[config.mk]
export PLATFORM = sky130hd
export DESIGN_NAME = mem_loader
export DESIGN_NICKNAME = d
export VERILOG_FILES = /design/src/rtl/maxfinder_pkg.sv /design/src/rtl/load_addr_counter.sv /design/src/rtl/mem_loader.sv
export SDC_FILE = /design/constraint.sdc
export NUM_CORES = 1
export LEC_CHECK = 0
export ABC_AREA = 0
export BUFFER_PORTS_ARGS = -buffer_cell sky130_fd_sc_hd__buf_2
export CAP_MARGIN = 10
export CORE_UTILIZATION = 49
export DETAILED_ROUTE_END_ITERATION = 6
export PLACE_DENSITY_LB_ADDON = 0.12
export SYNTH_ARGS = -nofsm -noshare
export SYNTH_HDL_FRONTEND = slang
export SYNTH_HIERARCHICAL = 1
export SYNTH_SLANG_ARGS = --single-unit
[constraint.sdc]
create_clock -name clk -period 2.55 [get_ports clk]
set_clock_uncertainty 0.2 [all_clocks]
set_input_delay 0.255 -clock clk [delete_from_list [all_inputs] [get_ports clk]]
set_output_delay 0.255 -clock clk [all_outputs]
set_load 0.02 [all_outputs]
[src/rtl/maxfinder_pkg.sv]
// maxfinder_pkg: definitions shared by the max-finder blocks.
//   - state_t : 2-bit binary state encoding used by the mem_loader FSM.
//   - MF_DATA_W / MF_ADDR_W : default data and RAM address widths, shared
//     with the max-finder controller and datapath.
package maxfinder_pkg;

  localparam int MF_DATA_W = 8;
  localparam int MF_ADDR_W = 4;

  typedef enum logic [1:0] {
    ST_IDLE      = 2'b00,
    ST_LOAD      = 2'b01,
    ST_START     = 2'b10,
    ST_WAIT_DONE = 2'b11
  } state_t;

endpackage

[src/rtl/load_addr_counter.sv]
// load_addr_counter: write-address counter for the RAM loader.
// Ports:
//   clk   : clock, rising edge
//   reset : asynchronous active-low reset, clears count
//   clear : synchronous clear to 0 (has priority over inc)
//   inc   : increment by one
//   count : current address
// The owner guarantees inc is never asserted at the top value, so the
// counter does not need wrap handling.
module load_addr_counter #(
  parameter int ADDR_W = 4
) (
  input  logic              clk,
  input  logic              reset,
  input  logic              clear,
  input  logic              inc,
  output logic [ADDR_W-1:0] count
);

  logic [ADDR_W-1:0] r_count;

  always_ff @(posedge clk or negedge reset) begin
    if (!reset) begin
      r_count <= '0;
    end else if (clear) begin
      r_count <= '0;
    end else if (inc) begin
      r_count <= r_count + ADDR_W'(1);
    end
  end

  assign count = r_count;

endmodule

[src/rtl/mem_loader.sv]
// mem_loader: upstream stage of the max-finder. Takes a valid/ready word
// stream, writes it into the data RAM at sequential addresses from 0,
// publishes the last written address, pulses mf_start and waits for
// mf_done before returning to idle.
// Optional build macro: MEM_LOADER_CHECKSUM_EN adds a checksum output
// (modulo-2^DATA_W sum of the words accepted in the current load).
// Ports:
//   clk, reset           : clock (rising edge), async active-low reset
//   load_go              : start a load (only looked at in IDLE)
//   in_data/in_valid/in_ready/in_last : input word stream
//   mem_we/mem_addr/mem_wdata : RAM write port (same cycle as accept)
//   last_addr            : address of the final word of the set
//   mf_start / mf_done   : handshake with the max-finder
//   busy                 : high whenever not IDLE
//   checksum             : (MEM_LOADER_CHECKSUM_EN only) running sum
module mem_loader
  import maxfinder_pkg::*;
#(
  parameter int DATA_W    = MF_DATA_W,
  parameter int ADDR_W    = MF_ADDR_W,
  parameter int LAST_ADDR = 2**ADDR_W-1
) (
  input  logic              clk,
  input  logic              reset,
  input  logic              load_go,
  input  logic [DATA_W-1:0] in_data,
  input  logic              in_valid,
  output logic              in_ready,
  input  logic              in_last,
  output logic              mem_we,
  output logic [ADDR_W-1:0] mem_addr,
  output logic [DATA_W-1:0] mem_wdata,
  output logic [ADDR_W-1:0] last_addr,
  output logic              mf_start,
  input  logic              mf_done,
  output logic              busy
`ifdef MEM_LOADER_CHECKSUM_EN
  ,
  output logic [DATA_W-1:0] checksum
`endif
);

  state_t            r_state;
  logic              r_in_ready;
  logic              r_mf_start;
  logic              r_busy;
  logic [ADDR_W-1:0] r_last_addr;

  logic              w_accept;
  logic              w_final;
  logic              w_clear;
  logic              w_inc;
  logic [ADDR_W-1:0] w_count;

  // r_in_ready is high exactly in LOAD, so it doubles as the LOAD decode.
  assign w_accept = r_in_ready & in_valid;
  // The counter stops at LAST_ADDR: that word closes the set regardless of in_last.
  assign w_final  = in_last | (w_count == ADDR_W'(LAST_ADDR));
  assign w_clear  = (r_state == ST_IDLE) & load_go;
  assign w_inc    = w_accept & ~w_final;

  load_addr_counter #(
    .ADDR_W (ADDR_W)
  ) u_addr_cnt (
    .clk   (clk),
    .reset (reset),
    .clear (w_clear),
    .inc   (w_inc),
    .count (w_count)
  );

  // Outputs are registered together with the state so they track it exactly.
  always_ff @(posedge clk or negedge reset) begin
    if (!reset) begin
      r_state     <= ST_IDLE;
      r_in_ready  <= 1'b0;
      r_mf_start  <= 1'b0;
      r_busy      <= 1'b0;
      r_last_addr <= '0;
    end else begin
      case (r_state)
        ST_IDLE: begin
          if (load_go) begin
            r_state    <= ST_LOAD;
            r_in_ready <= 1'b1;
            r_busy     <= 1'b1;
          end
        end
        ST_LOAD: begin
          if (w_accept && w_final) begin
            r_state     <= ST_START;
            r_in_ready  <= 1'b0;
            r_mf_start  <= 1'b1;
            r_last_addr <= w_count;
          end
        end
        ST_START: begin
          // mf_done is deliberately not looked at here.
          r_state    <= ST_WAIT_DONE;
          r_mf_start <= 1'b0;
        end
        ST_WAIT_DONE: begin
          if (mf_done) begin
            r_state <= ST_IDLE;
            r_busy  <= 1'b0;
          end
        end
        default: begin
          r_state    <= ST_IDLE;
          r_in_ready <= 1'b0;
          r_mf_start <= 1'b0;
          r_busy     <= 1'b0;
        end
      endcase
    end
  end

  assign in_ready  = r_in_ready;
  assign mf_start  = r_mf_start;
  assign busy      = r_busy;
  assign last_addr = r_last_addr;

  // RAM write is zero-latency: address and data come straight from the
  // counter and the stream in the accepting cycle.
  assign mem_we    = w_accept;
  assign mem_addr  = w_count;
  assign mem_wdata = in_data;

`ifdef MEM_LOADER_CHECKSUM_EN
  logic [DATA_W-1:0] r_checksum;

  always_ff @(posedge clk or negedge reset) begin
    if (!reset) begin
      r_checksum <= '0;
    end else if (w_clear) begin
      r_checksum <= '0;
    end else if (w_accept) begin
      r_checksum <= r_checksum + in_data;
    end
  end

  assign checksum = r_checksum;
`endif

endmodule

# Word-level counts from Yosys, hierarchy flattened
# Cells that the tools add are included.
[op_classes]
addsub = 1
eq_ne = 7
mux = 13
bitwise = 5
reduce_logical = 11
[op_table]
columns = ["cell", "n"]
rows = [
  ["AND reduction 3 bit", 3],
  ["two-way mux 4 bit", 2],
  ["one-hot mux 2 bit (4 select lines)", 1],
  ["nonzero test 2 bit", 4],
  ["two-way mux 2 bit", 3],
  ["inequality test 2 bit, second input constant", 3],
  ["one-hot mux 1 bit (2 select lines)", 3],
  ["adder 4 x 1 -> 4 bit, second input constant", 1],
  ["== test 2 bit, second input constant", 2],
  ["== test 4 bit, second input constant", 1],
  ["two-way mux 1 bit", 4],
  ["AND reduction 2 bit", 2],
  ["AND 1 bit", 3],
  ["== test 2 x 1 -> 1 bit, second input constant", 1],
  ["zero test 2 bit", 1],
  ["logical AND 1 bit", 1],
  ["inverter 1 bit", 1],
  ["bitwise OR 1 bit", 1],
]
[totals]
regBits = 13
in_bits = 14

# Longest topological paths before layout
# Gate-level depths: netlist (run 1).
[logic_depth]
depth_word = 6
mapped_depth = 5

# Cells and area by module
# Netlist (run 1), hierarchy kept.
[modules_own_cells]
columns = ["module", "instances", "cells_per_inst", "area_each_um2", "seq_area_each_um2"]
rows = [
  ["mem_loader", 1, 53, 576.8, 225.2],
  ["load_addr_counter", 1, 16, 192.7, 100.1],
]

# Worst setup path after synthesis (run 1)
# No wires, ideal clock.
[synth_timing]
path_type = "reg2reg"
from = "register u_addr_cnt.r_count[0] (netlist: u_addr_cnt/count[0])"
to = "register r_state[1]"
arrival_ns = 1.521
path_slack_ns = 0.704
stages_incl_launch_ff = 5
path_buffers = 0
cell_sequence = "dfrtp_1 > a41o_2 > nand3_2 > a221o_2 > mux2_4"
[synth_between]
elab_chain_cells = 5
[synth_rtl]
columns = ["item", "line_no", "source"]
rows = [
  ["start, declared", "load_addr_counter.sv:20", "logic [ADDR_W-1:0] r_count;"],
  ["start signal, assigned", "load_addr_counter.sv:28", "r_count <= r_count + ADDR_W'(1);"],
  ["== test 4 bit", "mem_loader.sv:58", "assign w_final = in_last | (w_count == ADDR_W'(LAST_ADDR));"],
  ["bitwise OR 1 bit", "mem_loader.sv:58", ""],
  ["logical AND 1 bit", "mem_loader.sv:90", "if (w_accept && w_final) begin"],
  ["inequality test 2 bit (no line)", "n/a", ""],
  ["AND reduction 3 bit (no line)", "n/a", ""],
  ["end signal, assigned", "mem_loader.sv:91", "r_state <= ST_START;"],
  ["end signal, assigned", "mem_loader.sv:99", "r_state <= ST_WAIT_DONE;"],
  ["end signal, assigned", "mem_loader.sv:104", "r_state <= ST_IDLE;"],
  ["end, declared", "mem_loader.sv:43", "state_t r_state;"],
]
# No other way between the ends.
# A chain may end at the register's enable or synchronous reset.

# Worst setup path in the final report (run 1)
[layout_timing]
from = "register u_addr_cnt.r_count[2] (netlist: u_addr_cnt/count[2])"
to = "register u_addr_cnt.r_count[3] (netlist: u_addr_cnt/count[3])"
[layout_between]
elab_chain_cells = 5
[layout_rtl]
columns = ["item", "line_no", "source"]
rows = [
  ["== test 4 bit", "mem_loader.sv:58", ""],
  ["bitwise OR 1 bit", "mem_loader.sv:58", ""],
  ["inverter 1 bit", "mem_loader.sv:60", "assign w_inc = w_accept & ~w_final;"],
  ["AND 1 bit", "mem_loader.sv:60", ""],
  ["net w_inc", "mem_loader.sv:52", "logic w_inc;"],
  ["nonzero test 2 bit (no line)", "n/a", ""],
]
# The timed path passes the listed nets, and every way through them passes these cells. The select of a mux whose other input is x is not followed.

==> flow_summary.rst, run 1 <==
.. list-table::
   :header-rows: 1

   * - Metric
     - Value
   * - DR pass1 iterations
     - 2
   * - Die outline area
     - about 1700 um^2
   * - Startpoint type of the worst setup path
     - register
   * - Setup repair after global routing missed its margin
     - no
   * - Critical path class
     - reg2reg
   * - Worst-path maximum fanout
     - 6
   * - Global-route met2 utilization
     - between 20 and 25%
   * - Tightest slew margin relative to the limit
     - between 70 and 80%
   * - Inserted Clock Buffers
     - 3
   * - Port bufs
     - 17
   * - Power density over the cells
     - a little over 400 nW/um^2
   * - Number of buffers on the longest clock path
     - 2
   * - Count of unresolved DRC violations after routing
     - 0
   * - Share of flip-flops with an asynchronous set or reset
     - 100%
   * - Area share of xor/xnor cells in the synthesized design
     - ~1.1%
   * - Maximum level of the CTS H-tree
     - 1
   * - Peak supply drop
     - roughly 0.25 mV
   * - Mean instance size in the synthesized netlist
     - about 11 um^2
   * - Timing-limited maximum frequency
     - between 500 and 600 MHz
   * - WL per Instance
     - 12.8 um
   * - Register bit total from synthesis
     - 13
   * - Number of placement rows
     - 13
   * - Ratio of final minimum period to clock period
     - about three quarters
   * - Leading register cell type out of synthesis
     - dfrtp_1
   * - Post-Syn Area
     - about 770 um^2
   * - Gpl congestion
     - around 0.73
   * - Chip height
     - 41.6 um
   * - Number of setup buffers added after CTS
     - 0
   * - Master cell of the clock root buffer
     - clkbuf_4
   * - Yosys top cell by area
     - dfrtp_1
   * - PostCTS Resize Cnt
     - 0
   * - Final-report max-slew violation count
     - 0
   * - Actual transition at the worst max-transition pin
     - between 0.3 and 0.4 ns
   * - Remaining Overflow, GRT
     - 0
   * - Number of maximum-capacitance constraint violations
     - 0
   * - Routed via count
     - 492
   * - Met3 track demand over resource in global routing
     - under 10%
   * - Number of instances in the synthesized netlist
     - just under 70
   * - Fraction of synthesized area in multiplexers
     - about 16%
   * - Worst min-delay path category
     - in2reg
   * - Dominant combinational cell family by area after synthesis
     - multiplexers
   * - Hold violation total from the final report
     - 0
   * - Final net count
     - a little over 100
   * - Final wirelength
     - roughly 1200 um
   * - Largest cells by area after synthesis
     - dfrtp_1 42%, ha_1 9.8%, buf_4 7.8%, mux2i_1 6.5%, mux2_2 5.9%
   * - Number of nets still failing antenna checks after routing
     - 0
   * - Final critical delay including setup and external delays
     - between 1.5 and 2 ns
   * - Fraction of final layout cells with drive strength greater than 1
     - between 30% and 40%
   * - Number of warnings reported in the yosys synthesis log
     - 6
   * - Run status
     - finished clean
   * - CTS tree
     - done
   * - Detailed router's first-iteration violation count
     - 5
   * - Initial core utilization
     - between 50% and 60%
   * - Area share of and/or/nand/nor cells after synthesis
     - between 10% and 20%
   * - Avg Vias per Cell
     - ~5.1
   * - Share of synthesized cell area in full adder, half adder and majority cells
     - about a tenth
   * - Final setup violation count
     - 0
   * - Distinct cell type count of the synthesized netlist
     - 24
   * - Compound-cell area share of the yosys netlist
     - between 8 and 9%
   * - Post-synthesis net count
     - just under 90
   * - Area delta synth->final
     - 9.92%
   * - Filler Cell Count
     - 119
   * - Wire length of the first global-routing pass
     - roughly 2200 um
   * - GR Util All Layers
     - between 10% and 20%
   * - Die X-Extent
     - between 40 and 50 um
   * - Proportion of synthesized chip area in sequential cells
     - a little over two fifths
   * - Most used routing layer in global routing
     - met2
   * - Total half-perimeter wirelength after legalization and detailed placement
     - roughly 950 um
   * - Static power due to leakage
     - ~0.5 nW
   * - Number of global-route vias before repair
     - approximately 520
   * - Antenna cell count
     - 0
   * - Pin count of the biggest net entering global routing
     - 14
   * - Number of flops mapped to enable cells by yosys
     - 0
   * - Clock transition at path regs
     - roughly 0.080 ns
   * - Share of the synthesized area in the top cell type
     - between 40 and 50%
   * - Count of clock tree sinks
     - 13
   * - Worst Path Required
     - ~2.5 ns
   * - Setup crit end kind
     - register
   * - Final setup TNS
     - 0 ns
   * - Number of antenna violations at the first check in global routing
     - 0
   * - Worst-case setup slack after placement
     - a little under 0.7 ns
   * - Total core area
     - approximately 1400 um^2
   * - Clock latency on the worst-skew pair
     - 0.28 ns
   * - Data arrival at the endpoint of the critical path
     - ~1.8 ns
   * - Met1 track demand over resource
     - around a quarter
   * - Min setup slack post-route
     - about 0.7 ns
   * - Ports
     - 34
## cells in the final DEF, fill, tap and decap left out, types with 2 or more instances in the layout
master and instances:
mux2_4 2, nor2b_1 2, dfrtp_1 13, mux2_2 4, buf_2 17, clkbuf_4 3
nor2_1 5, a22o_1 2, inv_1 7, ha_1 6, nand2_1 2, mux2i_1 5
## worst max-delay path, stage by stage, from the launching register on
cell and delay [ns]:
dfrtp_1 0.43, a41o_2 0.32, nor2_1 0.32, nand4_1 0.17
mux2_4 0.32
## through the flow
stage | power, mW | utilization [%] | std cells | cell area, um^2 | hold WS [ns]
6_report | 0.349 | 61.2 | 97 | 846 | 0.0825
5_1_grt | 0.364 | 61.2 | 97 | 846 | 0.0960
4_1_cts | 0.353 | 61.2 | 97 | 846 | 0.0772
3_5_place_dp | 0.223 | 58.6 | 92 | 810 | -0.0416
3_3_place_gp | 0.223 | 58.6 | 92 | 810 | -0.0399
2_1_floorplan | 0.232 | - | 69 | 769 | -0.241
## per-layer routing
metal  vias up  routed length [um]  part of all wire, %
met3         6                  77                  6.2
met5         -                   0                    0
met2        14                 463                   37
met4         0                  29                  2.3
li1        252                   -                    -
met1       220                 671                   54
## kinds of logic (layout without fill, tap and decap cells)
kind of cell / count (synthesis) / count (layout)
mux: 11 / 11
simple gates: 15 / 15
xor+xnor: 1 / 1
compound gates: 7 / 7
flops: 13 / 13
fa+ha+maj: 6 / 6
buf+inv: 16 / 29
## worst paths after layout
| path | from | to | slack (ns) | depth (start not counted) |
|---|---|---|---|---|
| max in group asynchronous | reset | mf_start | 1.73 | 2 |
| hold reg to reg | last_addr[3] | last_addr[3] | 0.31 | 1 |
| min in group asynchronous | reset | u_addr_cnt/count[1] | 0.19 | 2 |
| setup / recovery | u_addr_cnt/count[2] | u_addr_cnt/count[3] | 0.68 | 4 |
| hold / removal | mf_done | busy | 0.08 | 3 |
| setup reg to reg | u_addr_cnt/count[2] | u_addr_cnt/count[3] | 0.68 | 4 |
## cell type report
type	instances	area [um^2]	share of cell area [%]
timing repair buffer	18	95.1	11.2
multi-input combinational	40	354	41.9
sequential	13	325	38.5
tap	15	18.8	2.22
inverter	7	26.3	3.11
clock buffer	4	26.3	3.11
## synth_stat cells (2+ instances only)
cell,number
ha_1,6
mux2i_1,5
nor2_1,5
inv_1,7
nand2_1,2
mux2_4,2
buf_4,8
a22o_1,2
nor2b_1,2
dfrtp_1,13
mux2_2,4
## state kept, by name, summed over array words and instances, names as in the netlist
signal	flops
last_addr	4
u_addr_cnt/count	4
r_state	2
busy	1
in_ready	1
mf_start	1
## power breakdown
group / switching [mW] / internal, mW / total, mW / leakage, nW
Combinational: 0.00783 / 0.00583 / 0.0137 / 0.302
Clock: 0.0690 / 0.0607 / 0.130 / 0.0150
Sequential: 0 / 0.206 / 0.206 / 0.171
## timing repair
item,CTS,global route
hold buffers,1,0
endpoints found under the hold margin,13,0
endpoints found under the setup margin,0,0
Note: power is estimated with default switching activity, not from simulation.
==> run 2, diff against run 1 <==
- CORE_UTILIZATION: 49 -> 45
- clock period: 2.55 -> 1.8 ns (I/O delays scaled with it)
==> run 2 against run 1 <==
Compared with the run above: the flow now finishes with violations (design-rule violations); global-route usage increased by 1.3 points; first-iteration DRC count grew 100%; non-clock buffer count grew 9; highest routed layer unchanged; sequential share of layout area is 3.1 points lower.
==> flow_summary.rst, run 2 (same netlist as run 1, synthesis figures left out) <==
.. list-table::
   :header-rows: 1

   * - Metric
     - Value
   * - Sum of met3 wire segment lengths after detailed routing
     - between 100 and 150 um
   * - Port bufs
     - 17
   * - Antenna cell count
     - 0
   * - Die outline area
     - between 1500 and 2000 um^2
   * - Hold violation total from the final report
     - 0
   * - Setup crit end kind
     - register
   * - Master cell of the clock root buffer
     - clkbuf_4
   * - Startpoint type of the worst setup path
     - register
   * - Top Family by Delay on Critical Path
     - flip-flops
   * - Actual transition at the worst max-transition pin
     - around 0.30 ns
   * - Worst-path maximum fanout
     - 3
   * - Initial core utilization
     - between 40% and 50%
   * - Total core area
     - 1560 um^2
   * - Clock latency on the worst-skew pair
     - approximately 0.28 ns
   * - Pin count of the biggest net entering global routing
     - 14
   * - Number of antenna violations at the first check in global routing
     - 0
   * - Worst Path Required
     - ~1.8 ns
   * - Timing-limited maximum frequency
     - between 500 and 600 MHz
   * - Number of nets still failing antenna checks after routing
     - 0
   * - Buffering stage count on the worst path with inverters included
     - 1
   * - Gpl congestion
     - 0.734
   * - Avg Vias per Cell
     - between 5 and 6
   * - Final net count
     - between 100 and 150
   * - Hold Crit Endpoint
     - in_ready
   * - Total half-perimeter wirelength after legalization and detailed placement
     - roughly 1100 um
   * - Met2 WL post-DR
     - about 600 um
   * - Inserted Clock Buffers
     - 3
   * - Max layer used
     - met4
   * - Run status
     - finished with violations
   * - Number of global-route vias before repair
     - around 570
   * - Ports
     - 34
   * - Final-report max-slew violation count
     - 0
   * - Routed via count
     - between 500 and 600
   * - Filler Cell Count
     - between 100 and 150
   * - Met1 wire length
     - around 690 um
   * - Worst stage delay on the critical path
     - a little over 0.4 ns
   * - Wire length of the first global-routing pass
     - around 2500 um
   * - Peak supply drop
     - 0.423 mV
   * - Number of stages on the worst hold path
     - 3
   * - GR Util All Layers
     - 18.1%
   * - Final wirelength
     - 1420 um
   * - Data arrival at the endpoint of the critical path
     - between 1.5 and 2 ns
   * - Most common library cell in the layout ignoring fill and taps
     - buf_2
   * - Number of placement rows
     - 14
   * - Worst path cell trace
     - buf_4 -> ha_2 -> a221o_2 -> mux2_4
   * - Ratio of final minimum period to clock period
     - approximately 97%
   * - Critical path class
     - reg2reg
   * - Count of unresolved DRC violations after routing
     - 7
   * - WL per Instance
     - between 10 and 15 um
   * - Clock transition at path regs
     - around 0.080 ns
   * - Die X-Extent
     - 43.4 um
   * - Remaining Overflow, GRT
     - 0
   * - Start point of the worst hold path
     - in_valid
   * - Placed Cells incl. Taps
     - 99
   * - Power density over the cells
     - between 500 and 600 nW/um^2
   * - DR pass1 iterations
     - 6
   * - CTS tree
     - done
   * - Area delta synth->final
     - 20.0%
   * - Master of the slowest instance on the critical path
     - dfrtp_1
   * - Chip height
     - ~43 um
   * - Flop-to-flop setup slack
     - 0.05 ns
   * - Final Instance Count excl. Fillers
     - ~110
   * - Static power due to leakage
     - ~0.53 nW
   * - Highest-count cells in the layout ignoring fill and taps
     - 17 x buf_2, 12 x dfrtp_1, 8 x buf_4
   * - Setup repair after global routing missed its margin
     - no
   * - Fraction of final layout cells with drive strength greater than 1
     - a little under 50%
   * - Number of buffers on the longest clock path
     - 2
   * - Crit Reg-Reg Startpoint
     - r_state[0]
   * - Detailed router's first-iteration violation count
     - 10
   * - Maximum level of the CTS H-tree
     - 1
   * - R2R Path End
     - r_state[1]
   * - Number of cell instances on the worst register-to-register path
     - 4
   * - Total design power
     - approximately 490 uW
   * - Final setup violation count
     - 0
   * - Worst min-delay path category
     - in2reg
   * - Final critical delay including setup and external delays
     - 1.75 ns
   * - Failing checks
     - design-rule violations
   * - Tightest slew margin relative to the limit
     - 80.3%
   * - Number of maximum-capacitance constraint violations
     - 0
   * - Count of clock tree sinks
     - 13
-- run 2: changes by cell type in the layout (fill, tap and decap cells not counted), sizes merged --
cell,before,now
buf,17,25
dlygate4sd3,1,2
-- run 2: what timing repair did --
| item | in CTS | in global routing |
|---|---|---|
| gates resized for setup | 0 | 4 |
| hold buffers | 2 | 0 |
| buffers inserted | 0 | 2 |
| endpoints found under the setup margin | 0 | 2 |
| endpoints found under the hold margin | 14 | 0 |
-- run 2: layout make-up --
cell class,count,area (um^2),share of cell area (%)
multi-input cells,40,359,38.9
flip-flops and latches,13,327,35.4
repair buffers,27,165,17.9
clock buffers,4,26.3,2.85
inverters,7,26.3,2.85
well taps,16,20.0,2.17
-- run 2: routing by layer --
metal	up-vias	global-route usage [%]
met4	0	6.25
met3	4	7.50
met5	-	0
met2	21	26.7
met1	265	24.3
li1	270	-
-- run 2: worst max-delay path by stage --
stage                        startpoint                   to  slack (ns)  cells after the start
floorplan           u_addr_cnt/count[2]  u_addr_cnt/count[3]       -0.03                      4
global placement             r_state[1]           r_state[1]        0.08                      4
detailed placement           r_state[0]           r_state[1]        0.04                      5
CTS                          r_state[1]           r_state[1]        0.03                      5
global route                 r_state[1]           r_state[1]       0.006                      4
finish                       r_state[0]           r_state[1]        0.05                      4
-- run 2: per-stage QoR --
stage / TNS, ns / instance area (um^2) / utilization, % / worst slack (ns) / hold slack [ns]
finish: 0 / 923 / 59.2 / 0.0483 / 0.0341
global route: 0 / 923 / 59.2 / 0.00590 / 0.0679
CTS: 0 / 903 / 57.9 / 0.0344 / 0.0238
detailed placement: 0 / 857 / 55.0 / 0.0419 / -0.110
global placement: 0 / 857 / 55.0 / 0.0777 / -0.115
floorplan: -0.0646 / 771 / - / -0.0348 / -0.316
-- run 2: worst register-to-register path, stage by stage (launching register included) --
cell and delay, ns:
dfrtp_1 0.41, buf_4 0.15, ha_2 0.19, a221o_2 0.40
mux2_4 0.30
-- run 2: power by group --
group | switching, mW | leakage, nW | total [mW] | internal (mW)
Clock | 0.0922 | 0.0150 | 0.178 | 0.0861
Combinational | 0.0122 | 0.342 | 0.0219 | 0.00971
Sequential | 0 | 0.170 | 0.292 | 0.292
Total | 0.104 | 0.527 | 0.492 | 0.388
==> run 3, diff against run 2 <==
- PLACE_DENSITY: default -> 0.77
- PLACE_DENSITY_LB_ADDON: 0.12 -> default
==> run 3 against run 2 <==
Compared with the run above: the run still ends with design-rule violations left; fmax is 1.4% lower; cell count grew 1.9%; largest cell class unchanged; critical endpoint unchanged; worst setup slack lost 0.024 ns; power increased by 0.31%; first-iteration DRC count increased by 50%; clock-buffer cell count is the same; cell area is 1.1% higher; highest routed layer unchanged; utilization increased by 0.64 points; critical path depth is the same; non-clock buffer count is 2 higher; register-to-register slack got worse by 0.02 ns.
==> flow_summary.rst, run 3 (same netlist as run 1, synthesis figures left out) <==
.. list-table::
   :header-rows: 1

   * - Metric
     - Value
   * - Worst-case setup slack after placement
     - 0.00933 ns
   * - Worst-path maximum fanout
     - 3
   * - Detailed router's first-iteration violation count
     - 15
   * - Static power due to leakage
     - approximately 0.54 nW
   * - Total core area
     - ~1600 um^2
   * - Number of antenna violations at the first check in global routing
     - 0
   * - Final wirelength
     - approximately 1500 um
   * - Data arrival at the endpoint of the critical path
     - between 1.5 and 2 ns
   * - Min setup slack post-route
     - approximately 0.024 ns
   * - Most common library cell in the layout ignoring fill and taps
     - buf_2
   * - Clock latency on the worst-skew pair
     - about 0.27 ns
   * - Number of global-route vias before repair
     - approximately 600
   * - Power density over the cells
     - approximately 530 nW/um^2
   * - Startpoint type of the worst setup path
     - register
   * - Ratio of final minimum period to clock period
     - approximately 100%
   * - Ports
     - 34
   * - WL per Instance
     - approximately 13 um
   * - Tightest slew margin relative to the limit
     - 80.2%
   * - Pin count of the biggest net entering global routing
     - 14
   * - R2R Path End
     - r_state[1]
   * - Inserted Clock Buffers
     - 3
   * - Startpoint of the most critical setup path
     - r_state[1]
   * - Setup crit end kind
     - register
   * - Run status
     - finished with violations
   * - Avg Vias per Cell
     - 5.31
   * - Crit Reg-Reg Startpoint
     - r_state[1]
   * - Highest-count cells in the layout ignoring fill and taps
     - 17 x buf_2, 12 x dfrtp_1, 11 x buf_4, 6 x inv_1
   * - Chip height
     - 43.4 um
   * - Flop-to-flop setup slack
     - 0.02 ns
   * - Peak supply drop
     - roughly 0.33 mV
   * - Port bufs
     - 17
   * - Final net count
     - 114
   * - Area of the multi-input gates
     - between 300 and 400 um^2
   * - Actual transition at the worst max-transition pin
     - roughly 0.3 ns
   * - Gpl congestion
     - 0.702
   * - Count of unresolved DRC violations after routing
     - 6
   * - Initial core utilization
     - between 40% and 50%
   * - GR Util All Layers
     - between 10% and 20%
   * - Die X-Extent
     - roughly 43 um
   * - Area delta synth->final
     - 21.3%
   * - Number of buffers on the longest clock path
     - 2
   * - Timing-limited maximum frequency
     - around 560 MHz
   * - Antenna cell count
     - 0
   * - Number of cell instances on the worst register-to-register path
     - 4
   * - Hold violation total from the final report
     - 0
   * - Die outline area
     - about 1900 um^2
   * - DR pass1 iterations
     - 6
   * - Failing checks
     - design-rule violations
   * - Critical Path End
     - r_state[1]
   * - Number of stages on the worst hold path
     - 3
   * - Count of clock tree sinks
     - 13
   * - Number of maximum-capacitance constraint violations
     - 0
   * - Filler Cell Count
     - ~150
   * - Master cell of the clock root buffer
     - clkbuf_4
   * - Total half-perimeter wirelength after legalization and detailed placement
     - 1080 um
   * - Fraction of final layout cells with drive strength greater than 1
     - 48.4%
   * - Worst Path Required
     - between 1.5 and 2 ns
   * - Number of nets still failing antenna checks after routing
     - 0
   * - Maximum level of the CTS H-tree
     - 1
   * - Start point of the worst hold path
     - mf_done
   * - Number of placement rows
     - 14
   * - Final setup TNS
     - 0 ns
   * - CTS tree
     - done
   * - Wire length of the first global-routing pass
     - 2400 um
   * - Critical path class
     - reg2reg
   * - Clock transition at path regs
     - ~0.080 ns
   * - Worst min-delay path category
     - in2reg
   * - Routed via count
     - between 500 and 600
   * - Remaining Overflow, GRT
     - 0
   * - Final critical delay including setup and external delays
     - ~1.8 ns
   * - Final setup violation count
     - 0
   * - Final-report max-slew violation count
     - 0
   * - Register Area
     - 327 um^2
==> run 3: cell types whose count changed in the layout (fill, tap and decap cells not counted) <==
cell	delta
dlygate4sd3_1	-1
inv_2	-1
inv_1	+1
ha_1	+1
ha_2	-1
buf_4	+3
==> run 3: worst max-delay path, cell delays in order (launching register included) <==
cell     delay (ns)
dfrtp_1        0.42
buf_4          0.15
ha_2           0.18
a221o_2        0.42
mux2_4         0.30
==> run 3: area by class of cell <==
cell class / count / share of cell area (%)
clock buffers: 4 / 2.82
multi-input cells: 40 / 38.2
flip-flops and latches: 13 / 35.0
inverters: 7 / 2.82
repair buffers: 29 / 19.0
well taps: 16 / 2.14
==> run 3: timing repair <==
item	CTS	global route
pin swaps	0	1
gates resized for setup	0	2
endpoints found under the setup margin	1	1
endpoints found under the hold margin	13	0
buffers inserted	1	3
hold buffers	1	0
==> run 3: metrics by stage <==
stage / cells / cell area [um^2] / utilization [%] / power, mW / hold slack, ns
after global routing: 109 / 933 / 59.9 / 0.515 / 0.0280
final: 109 / 933 / 59.9 / 0.493 / 0.00952
after CTS: 106 / 908 / 58.3 / 0.496 / 0.0126
after floorplan: 69 / 771 / - / 0.328 / -0.316
after global placement: 100 / 865 / 55.5 / 0.316 / -0.114
after detailed placement: 100 / 865 / 55.5 / 0.317 / -0.116
==> run 3: per-layer routing <==
layer | global-route usage [%] | vias up | part of all wire [%]
met1 | 19.5 | 287 | 43
met4 | 9.38 | 0 | 0.75
li1 | - | 273 | -
met2 | 30.3 | 17 | 51
met3 | 5.42 | 2 | 4.6
met5 | 0 | - | 0
==> run 3: power breakdown <==
group | internal [mW] | switching [mW]
registers | 0.292 | 0
clock network | 0.0857 | 0.0958
logic | 0.00831 | 0.0119
==> run 3: worst min-delay path by stage <==
stage / endpoint / slack, ns
2_1_floorplan: busy / -0.32
5_1_grt: busy / 0.03
4_1_cts: busy / 0.01
3_3_place_gp: last_addr[2] / -0.11
3_5_place_dp: last_addr[2] / -0.12
6_report: busy / 0.01
